### config.mk
export PLATFORM = sky130hd
export DESIGN_NAME = vga_timing_gen
export DESIGN_NICKNAME = d
export VERILOG_FILES = /design/src/rtl/vga_timing_gen.sv
export SDC_FILE = /design/constraint.sdc
export NUM_CORES = 1
export LEC_CHECK = 0
export CAP_MARGIN = 20
export CORE_ASPECT_RATIO = 0.8
export CORE_UTILIZATION = 47
export CTS_BUF_LIST = sky130_fd_sc_hd__clkbuf_8 sky130_fd_sc_hd__clkbuf_16
export DETAILED_ROUTE_END_ITERATION = 7
export PLACE_DENSITY = 0.75
export SYNTH_ARGS = -nofsm -noshare
export SYNTH_HDL_FRONTEND = slang
export SYNTH_SLANG_ARGS = --single-unit
### constraint.sdc
create_clock -name clk -period 2.7 [get_ports clk]
set_clock_uncertainty 0.15 [all_clocks]
set_input_delay 0.81 -clock clk [delete_from_list [all_inputs] [get_ports clk]]
set_output_delay 0.81 -clock clk [all_outputs]
set_load 0.05 [all_outputs]
### src/rtl/vga_timing_gen.sv
// VGA display timing generator: sync/DE generation, one-cycle-ahead pixel request, 2-stage output pipeline.
// Optional build macro VGA_COLORBAR_EN replaces frame-buffer pixels with an 8-bar test pattern.
module vga_timing_gen #(
  parameter int unsigned H_ACTIVE = 800,
  parameter int unsigned H_FP     = 40,
  parameter int unsigned H_SYNC   = 128,
  parameter int unsigned H_BP     = 88,
  parameter int unsigned V_ACTIVE = 600,
  parameter int unsigned V_FP     = 1,
  parameter int unsigned V_SYNC   = 4,
  parameter int unsigned V_BP     = 23,
  parameter bit          HS_POL   = 1'b1,
  parameter bit          VS_POL   = 1'b1,
  parameter int unsigned RGB_W    = 16
) (
  input  logic             clk,
  input  logic             rst_n,
  input  logic             en,
  input  logic [RGB_W-1:0] pix_rgb,
  output logic             data_req,
  output logic [9:0]       req_x,
  output logic [9:0]       req_y,
  output logic             frame_start,
  output logic             vga_hs,
  output logic             vga_vs,
  output logic             vga_de,
  output logic [RGB_W-1:0] vga_rgb
);

  localparam int unsigned H_TOTAL = H_SYNC + H_BP + H_ACTIVE + H_FP;
  localparam int unsigned V_TOTAL = V_SYNC + V_BP + V_ACTIVE + V_FP;

  localparam logic [10:0] H_LAST   = 11'(H_TOTAL - 1);
  localparam logic [10:0] V_LAST   = 11'(V_TOTAL - 1);
  localparam logic [10:0] H_SYNC_E = 11'(H_SYNC);
  localparam logic [10:0] V_SYNC_E = 11'(V_SYNC);
  localparam logic [10:0] H_ACT_S  = 11'(H_SYNC + H_BP);
  localparam logic [10:0] H_ACT_E  = 11'(H_SYNC + H_BP + H_ACTIVE);
  localparam logic [10:0] V_ACT_S  = 11'(V_SYNC + V_BP);
  localparam logic [10:0] V_ACT_E  = 11'(V_SYNC + V_BP + V_ACTIVE);

  typedef enum logic {
    ST_IDLE,
    ST_RUN
  } state_t;

  state_t      state_q, state_d;
  logic [10:0] h_cnt_q, h_cnt_d;
  logic [10:0] v_cnt_q, v_cnt_d;

  logic        req_q, req_d;
  logic [9:0]  x_q, x_d;
  logic [9:0]  y_q, y_d;
  logic        fs_q, fs_d;
  logic        hs0_q, hs0_d;
  logic        vs0_q, vs0_d;

  logic             hs1_q, vs1_q, de1_q;
  logic             vga_hs_q, vga_vs_q, vga_de_q;
  logic [RGB_W-1:0] vga_rgb_q;
  logic [RGB_W-1:0] pix_sel;

  // The first enabled edge out of IDLE holds the counters at (0,0) so that
  // the stage-0 registers load the decode of (0,0) and frame_start fires.
  always_comb begin
    state_d = state_q;
    h_cnt_d = h_cnt_q;
    v_cnt_d = v_cnt_q;
    if (state_q == ST_IDLE) begin
      state_d = ST_RUN;
      h_cnt_d = '0;
      v_cnt_d = '0;
    end else if (h_cnt_q == H_LAST) begin
      h_cnt_d = '0;
      v_cnt_d = (v_cnt_q == V_LAST) ? '0 : v_cnt_q + 11'd1;
    end else begin
      h_cnt_d = h_cnt_q + 11'd1;
    end
  end

  // Lookahead decode of the next counter value keeps stage-0 aligned with the counters.
  always_comb begin
    req_d = (h_cnt_d >= H_ACT_S) && (h_cnt_d < H_ACT_E) &&
            (v_cnt_d >= V_ACT_S) && (v_cnt_d < V_ACT_E);
    x_d   = '0;
    y_d   = '0;
    if (req_d) begin
      x_d = 10'(h_cnt_d - H_ACT_S);
      y_d = 10'(v_cnt_d - V_ACT_S);
    end
    fs_d  = (h_cnt_d == '0) && (v_cnt_d == '0);
    hs0_d = (h_cnt_d < H_SYNC_E) ? HS_POL : !HS_POL;
    vs0_d = (v_cnt_d < V_SYNC_E) ? VS_POL : !VS_POL;
  end

  always_ff @(posedge clk) begin
    if (!rst_n || !en) begin
      state_q   <= ST_IDLE;
      h_cnt_q   <= '0;
      v_cnt_q   <= '0;
      req_q     <= 1'b0;
      x_q       <= '0;
      y_q       <= '0;
      fs_q      <= 1'b0;
      hs0_q     <= !HS_POL;
      vs0_q     <= !VS_POL;
      hs1_q     <= !HS_POL;
      vs1_q     <= !VS_POL;
      de1_q     <= 1'b0;
      vga_hs_q  <= !HS_POL;
      vga_vs_q  <= !VS_POL;
      vga_de_q  <= 1'b0;
      vga_rgb_q <= '0;
    end else begin
      state_q   <= state_d;
      h_cnt_q   <= h_cnt_d;
      v_cnt_q   <= v_cnt_d;
      req_q     <= req_d;
      x_q       <= x_d;
      y_q       <= y_d;
      fs_q      <= fs_d;
      hs0_q     <= hs0_d;
      vs0_q     <= vs0_d;
      hs1_q     <= hs0_q;
      vs1_q     <= vs0_q;
      de1_q     <= req_q;
      vga_hs_q  <= hs1_q;
      vga_vs_q  <= vs1_q;
      vga_de_q  <= de1_q;
      vga_rgb_q <= de1_q ? pix_sel : '0;
    end
  end

`ifdef VGA_COLORBAR_EN
  localparam int unsigned BAR_W = H_ACTIVE / 8;

  logic [9:0] x1_q;
  logic [2:0] bar_idx;
  logic       unused_pix;

  assign unused_pix = ^pix_rgb;

  // Column of the request one cycle back lines up with the frame-buffer latency slot.
  always_ff @(posedge clk) begin
    if (!rst_n || !en) begin
      x1_q <= '0;
    end else begin
      x1_q <= x_q;
    end
  end

  always_comb begin
    bar_idx = 3'(x1_q / 10'(BAR_W));
    pix_sel = '0;
    case (bar_idx)
      3'd0:    pix_sel = RGB_W'(16'hFFFF);
      3'd1:    pix_sel = RGB_W'(16'hFFE0);
      3'd2:    pix_sel = RGB_W'(16'h07FF);
      3'd3:    pix_sel = RGB_W'(16'h07E0);
      3'd4:    pix_sel = RGB_W'(16'hF81F);
      3'd5:    pix_sel = RGB_W'(16'hF800);
      3'd6:    pix_sel = RGB_W'(16'h001F);
      default: pix_sel = RGB_W'(16'h0000);
    endcase
  end
`else
  always_comb begin
    pix_sel = pix_rgb;
  end
`endif

  assign data_req    = req_q;
  assign req_x       = x_q;
  assign req_y       = y_q;
  assign frame_start = fs_q;
  assign vga_hs      = vga_hs_q;
  assign vga_vs      = vga_vs_q;
  assign vga_de      = vga_de_q;
  assign vga_rgb     = vga_rgb_q;

endmodule
==> summary.md, run 1 <==
| Metric | Value |
|---|---|
| Worst Hold Class | `flip-flop to flip-flop` |
| Clk sink count | `69` |
| Fin nets | `509` |
| Yosys cell types | `57` |
| Slew HR | `63.39%` |
| Post-synth EDFFs | `0` |
| Initial Utilization | `48.89%` |
| RSZ-0062 raised after global routing | `yes` |
| Tot Pwr | `2.098 mW` |
| Mapped Cells | `338` |
| GRT Total Usage | `27.01%` |
| Pre-CTS setup slack | `-0.1471 ns` |
| DP HPWL | `6443 um` |
| Synth warnings | `0` |
| Worst vdd ir | `0.2735 mV` |
| Worst Slack Setup Final | `-0.1851 ns` |
| Row Count | `26` |
| Tcrit/Tclk final | `106.9%` |
| Final WL | `10070 um` |
| Critical Path Start Type | `flip-flop` |
| Non-Filler Instances | `574` |
| Core area | `0.006409 sq mm` |
| Worst slew pin tran | `0.5474 ns` |
| Crit end category | `flip-flop` |
| Async SR Flop Fraction | `0%` |
| Fmax achieved | `346.6 MHz` |
| Worst-Skew Late Latency | `0.37 ns` |
| Final Hold Fails | `0` |
| Yosys top cell by area | `dfxtp_1` |
| Die area | `0.006998 sq mm` |
| Vias | `3189` |
| First-pass GRT wire length | `14210 um` |
| DRC | `0` |
| Fin util | `78.72%` |
| Arr. time, crit path | `2.99 ns` |
| Die width | `93.28 um` |
| Reg2reg setup slack | `-0.19 ns` |
| Ys flop type | `dfxtp_1` |
| Final setup violation count | `21` |
| Vias/cell | `5.556` |
| Max Root-Sink Buffers | `2` |
| Delay-heaviest family, CP | `simple AND/OR/NAND/NOR gates` |
| Antenna Nets Post-Route | `0` |
| Max Transition Viols Final | `0` |
| Share of post-route cells with drive strength above 1 | `33.27%` |
| CTS tree | `done` |
| Leak | `1.928 nW` |
| Average wire per standard cell | `17.55 um` |
| Fin crit period | `2.885 ns` |
| Largest net degree at the start of global routing | `22` |
| Top cell type's share of synthesized area | `44.09%` |
| Sequential cell area | `0.001388 sq mm` |
| Routability cong. | `0.9458` |
| CP required | `2.81 ns` |
| Fill cells | `389` |
| #FFs+latches synth | `69` |
| H-tree levels | `3` |
| Top post-synthesis cells by area | `dfxtp_1, and2_1, xnor2_1` |
| Failing checks | `setup timing` |
| Setup TNS | `-2.140 ns` |
| Slowest cell on crit path | `or4_4` |
| Clock transition at path regs | `0.08 ns` |
| Area Growth Syn to Fin | `61.02%` |
| Vias in the first global route | `2849` |
| Ant diodes | `0` |
| Syn_area_per_cell | `9.269 sq um` |
| Buf/Inv on CP | `2` |
| Critical Path Fanout Max | `7` |
| Root Buffer | `clkbuf_8` |
| Die Y | `75.03 um` |
| Max stage delay on crit path | `0.61 ns` |
| Max Cap Viol | `0` |
| Area after DPL | `0.004410 sq mm` |
| CP Cell Sequence | `or4_4 > nor4_4 > buf_4 > xnor2_4 > or2_4 > a211oi_4 > a21oi_4 > buf_12 > nor3_1` |
| Post-synthesis sequential area ratio | `44.09%` |
| Multi-input logic area | `0.001954 sq mm` |
| Clock buffers created by TritonCTS | `9` |
| Inst Count DP | `544` |
| Hold Slack | `0.3298 ns` |
| Outcome | `finished, violations left` |
| Gr ovfl total | `0` |
| Synth Cell Area | `0.003133 sq mm` |
| PD cells | `415.9 mW/mm^2` |
| Syn nets | `362` |
| Buffers on Ports | `59` |
| Finished Cell Area | `0.005045 sq mm` |
| Worst setup path class | `flip-flop to flip-flop` |
| Initial antenna violation count | `0` |
| Drt pass-1 iters | `5` |
| First DRT Iteration DRCs | `213` |
| Number of I/O pins | `60` |
[final timing paths]
check        depth (start not counted)       end       start
min reg2reg                          1    vga_vs       vs1_q
max reg2reg                          9  req_x[8]  h_cnt_q[6]
min                                  1    vga_vs       vs1_q
max                                  9  req_x[8]  h_cnt_q[6]
[placed cells by master, fill, tap and decap left out, types with 4 or more instances in the layout]
master | synthesis | layout
buf_4 | 0 | 85
dfxtp_1 | 69 | 66
clkdlybuf4s50_1 | 0 | 59
nor2_1 | 28 | 27
and2_1 | 22 | 21
nor3_1 | 25 | 19
nand2_1 | 17 | 16
nand3_1 | 15 | 13
xnor2_1 | 15 | 12
and3_1 | 10 | 10
clkbuf_8 | 0 | 10
inv_1 | 9 | 8
xor2_1 | 9 | 8
a21oi_1 | 9 | 6
nor3_2 | 1 | 6
nor2b_1 | 5 | 5
nand2b_1 | 6 | 5
nand4_1 | 5 | 5
nor4_4 | 2 | 4
o21ai_0 | 6 | 4
[cells in the mapped netlist, drive strengths merged, types with 6 or more instances]
master and count:
a21oi 9, and2 23, and3 10, buf 7
clkbuf 8, dfxtp 69, inv 9, nand2 17
nand2b 6, nand3 15, nand4 6, nor2 28
nor3 26, nor4 10, o21ai 7, xnor2 15
xor2 9
[final cells by class]
type                    instances  share of cell area [%]
clock buffers                  10                   2.728
well taps                      84                   2.083
flip-flops and latches         69                   27.50
multi-input cells             246                   38.74
inverters                       9                  0.6696
repair buffers                150                   26.41
clock inverters                 6                   1.860
[logic make-up after synthesis]
family | share of synthesized area (%)
multiplexers | 0.3594
adder cells (fa/ha/maj) | 1.997
XOR/XNOR | 6.710
buffers and inverters | 3.754
AO/OA/AOI/OAI | 11.94
flip-flops | 44.09
AND/OR/NAND/NOR | 31.15
[sequential cells by signal (all words and copies together), names as in the netlist]
register     flops
data_req         1
de1_q            1
vga_de           1
vga_vs           1
hs0_q            1
req_y           10
hs1_q            1
h_cnt_q         11
vs1_q            1
vga_hs           1
vs0_q            1
state_q          1
vga_rgb         16
v_cnt_q         11
frame_start      1
req_x           10
[power breakdown]
part           internal [mW]  total [mW]  switching [mW]
registers               1.02        1.02         0.00312
clock network          0.553       0.996           0.442
logic                 0.0429      0.0794          0.0365
[repair_timing]
| item | in CTS | in global routing |
|---|---|---|
| endpoints found under the hold margin | 0 | 0 |
| buffers inserted | 3 | 10 |
| cloned | 0 | 2 |
| setup endpoints to repair | 21 | 23 |
| hold buffers | 0 | 0 |
| pin swaps | 6 | 12 |
| gates resized for setup | 15 | 33 |
[routing by layer]
layer	global-route usage [%]	share of wire (%)	up-vias
met4	9.573	1.7	0
li1	-	-	1511
met1	37.09	44	1513
met3	6.768	7.1	20
met5	0	0	-
met2	41.67	47	145
(Power assumes the default switching activity.)
==> run 2, diff against run 1 <==
--- a/config.mk
+++ b/config.mk
@@ -6,11 +6,13 @@
 export NUM_CORES = 1
 export LEC_CHECK = 0
 export CAP_MARGIN = 20
+export CELL_PAD_IN_SITES_DETAIL_PLACEMENT = 1
+export CELL_PAD_IN_SITES_GLOBAL_PLACEMENT = 2
 export CORE_ASPECT_RATIO = 0.8
-export CORE_UTILIZATION = 47
+export CORE_UTILIZATION = 28
 export CTS_BUF_LIST = sky130_fd_sc_hd__clkbuf_8 sky130_fd_sc_hd__clkbuf_16
 export DETAILED_ROUTE_END_ITERATION = 7
-export PLACE_DENSITY = 0.75
+export PLACE_DENSITY = 0.74
 export SYNTH_ARGS = -nofsm -noshare
 export SYNTH_HDL_FRONTEND = slang
 export SYNTH_SLANG_ARGS = --single-unit
==> run 2 against run 1 <==
Utilization down 29 points. Flip-flop and latch count unchanged. Clock-buffer cell count down 1. Die area up 66%. Clock power up 26%. Final area up 7.6%. Combinational power down 5.3%. Final cell count up 12%. First-iteration DRC count down 44%. The flow still finishes with violations (setup timing). Global-route usage down 6.7 points. Non-clock buffer count up 9. Via count down 2.5%.
==> summary.md, run 2 (synthesis gave the netlist of run 1 again) <==
| Metric | Value |
|---|---|
| Die width | `120.3 um (was 93.28 um)` |
| Arr. time, crit path | `3.03 ns (was 2.99 ns)` |
| Share of post-route cells with drive strength above 1 | `39.56% (was 33.27%)` |
| Worst path most repeated cell | `buf_4` |
| Final setup violation count | `21 (unchanged)` |
| GRT Max-Usage Layer | `met2 (unchanged)` |
| Worst-Skew Late Latency | `0.33 ns (was 0.37 ns)` |
| Fmax achieved | `341.8 MHz (was 346.6 MHz)` |
| Area after DPL | `0.004488 sq mm (was 0.004410 sq mm)` |
| Leak | `2.030 nW (was 1.928 nW)` |
| First DRT Iteration DRCs | `120 (was 213)` |
| Met1 Use GR | `25.32% (was 37.09%)` |
| Max Transition Viols Final | `0 (unchanged)` |
| Met3 GRT Util | `5.012% (was 6.768%)` |
| Non-Filler Instances | `642 (was 574)` |
| Clock transition at path regs | `0.06 ns (was 0.08 ns)` |
| Finished Cell Area | `0.005426 sq mm (was 0.005045 sq mm)` |
| Crit end category | `flip-flop (unchanged)` |
| Worst setup path class | `flip-flop to flip-flop (unchanged)` |
| Outcome | `finished, violations left (unchanged)` |
| Fin crit period | `2.925 ns (was 2.885 ns)` |
| Max Root-Sink Buffers | `2 (unchanged)` |
| First-pass GRT wire length | `18210 um (was 14210 um)` |
| Buf/Inv on CP | `4 (was 2)` |
| H-tree levels | `3 (unchanged)` |
| DRC | `0 (unchanged)` |
| PD cells | `433.9 mW/mm^2 (was 415.9 mW/mm^2)` |
| Slowest cell on crit path | `or4_4 (unchanged)` |
| Clk sink count | `69 (unchanged)` |
| Tot Pwr | `2.355 mW (was 2.098 mW)` |
| Critical Path Start Type | `flip-flop (unchanged)` |
| Die area | `0.01162 sq mm (was 0.006998 sq mm)` |
| Max stage delay on crit path | `0.60 ns (was 0.61 ns)` |
| Failing checks | `setup timing (unchanged)` |
| Drt pass-1 iters | `4 (was 5)` |
| Ant diodes | `0 (unchanged)` |
| Area Growth Syn to Fin | `73.20% (was 61.02%)` |
| Clock buffers created by TritonCTS | `9 (unchanged)` |
| Inst Count DP | `606 (was 544)` |
| Antenna Nets Post-Route | `0 (unchanged)` |
| Critical Path Fanout Max | `13 (was 7)` |
| Worst slew pin tran | `0.5593 ns (was 0.5474 ns)` |
| Max Cap Viol | `0 (unchanged)` |
| Row Count | `34 (was 26)` |
| Average wire per standard cell | `17.99 um (was 17.55 um)` |
| Hold Slack | `0.3130 ns (was 0.3298 ns)` |
| Vias/cell | `4.844 (was 5.556)` |
| Gr ovfl total | `0 (unchanged)` |
| Fin nets | `517 (was 509)` |
| Initial Utilization | `28.77% (was 48.89%)` |
| Number of I/O pins | `60 (unchanged)` |
| Worst vdd ir | `0.2932 mV (was 0.2735 mV)` |
| Pre-CTS setup slack | `-0.2589 ns (was -0.1471 ns)` |
| Highest-count cells in the layout ignoring fill and taps | `buf_4, dfxtp_1, clkdlybuf4s50_1, nor2_1, and2_1 (unchanged)` |
| Vias in the first global route | `3477 (was 2849)` |
| DP HPWL | `7732 um (was 6443 um)` |
| Setup TNS | `-3.999 ns (was -2.140 ns)` |
| Core area | `0.01089 sq mm (was 0.006409 sq mm)` |
| GR Layer Usage met2 | `34.88% (was 41.67%)` |
| Max reg flops | `16 (unchanged)` |
| Tcrit/Tclk final | `108.3% (was 106.9%)` |
| Final WL | `11550 um (was 10070 um)` |
| CP Cell Sequence | `or4_4 > buf_12 > nor4_4 > buf_4 > xnor2_4 > buf_6 > or2_4 > a211oi_2 > a21oi_2 > buf_4 > nor3b_1 (was or4_4 > nor4_4 > buf_4 > xnor2_4 > or2_4 > a211oi_4 > a21oi_4 > buf_12 > nor3_1)` |
| Buffers on Ports | `59 (unchanged)` |
| Routability cong. | `0.8770 (was 0.9458)` |
| Die Y | `96.61 um (was 75.03 um)` |
| RSZ-0062 raised after global routing | `yes (unchanged)` |
| Root Buffer | `clkbuf_16 (was clkbuf_8)` |
| Vias | `3110 (was 3189)` |
| CP required | `2.80 ns (was 2.81 ns)` |
| Fin util | `49.83% (was 78.72%)` |
| Most common cell after layout, fill and taps aside | `buf_4 (unchanged)` |
| GRT Total Usage | `20.34% (was 27.01%)` |
| Initial antenna violation count | `0 (unchanged)` |
| CTS tree | `done (unchanged)` |
| Slew HR | `62.45% (was 63.39%)` |
| Largest net degree at the start of global routing | `18 (was 22)` |
| Delay-heaviest family, CP | `simple AND/OR/NAND/NOR gates (unchanged)` |
| Worst Hold Class | `flip-flop to flip-flop (unchanged)` |
| Final Hold Fails | `0 (unchanged)` |
| Worst Slack Setup Final | `-0.2254 ns (was -0.1851 ns)` |
run 2: repair_timing:
action,CTS,global route
gates cloned,3,0
hold buffers,0,0
buffers inserted,13,5
gates resized for setup,39,45
setup endpoints to repair,23,23
pin swaps,20,19
run 2: worst reg2reg max path: cells and delay by family (launching register included):
family | cells | cell delay, ns
AOI/OAI and AO/OA | 2 | 0.35
xor gates and xnor gates | 1 | 0.10
buffers and inverters | 4 | 0.72
DFF | 1 | 0.32
and+or+nand+nor | 4 | 1.21
run 2: area by class of cell:
cell class | instances | area [sq um]
flip-flops and latches | 69 | 1391
clock buffers | 9 | 225.2
well taps | 144 | 180.2
fillers | 1211 | 5464
inverters | 9 | 33.78
multi-input cells | 245 | 2077
repair buffers | 159 | 1421
clock inverters | 7 | 97.59
run 2: report_power, final:
part	switching (mW)	total, mW	internal [mW]
combinational	0.0334	0.0752	0.0418
clock	0.443	1.25	0.810
sequential	0.00373	1.03	1.02
run 2: path summary, 6_finish.rpt:
check / from / to / slack (ns) / cells after the start
max: h_cnt_q[8] / req_x[4] / -0.23 / 11
min: vs0_q / vs1_q / 0.31 / 1
max reg2reg: h_cnt_q[8] / req_x[4] / -0.23 / 11
min reg2reg: vs0_q / vs1_q / 0.31 / 1
run 2: layer usage:
layer	up-vias	share of wire, %
li1	1518	-
met1	1522	45
met2	52	51
met3	18	2.9
met4	0	1.4
met5	-	0
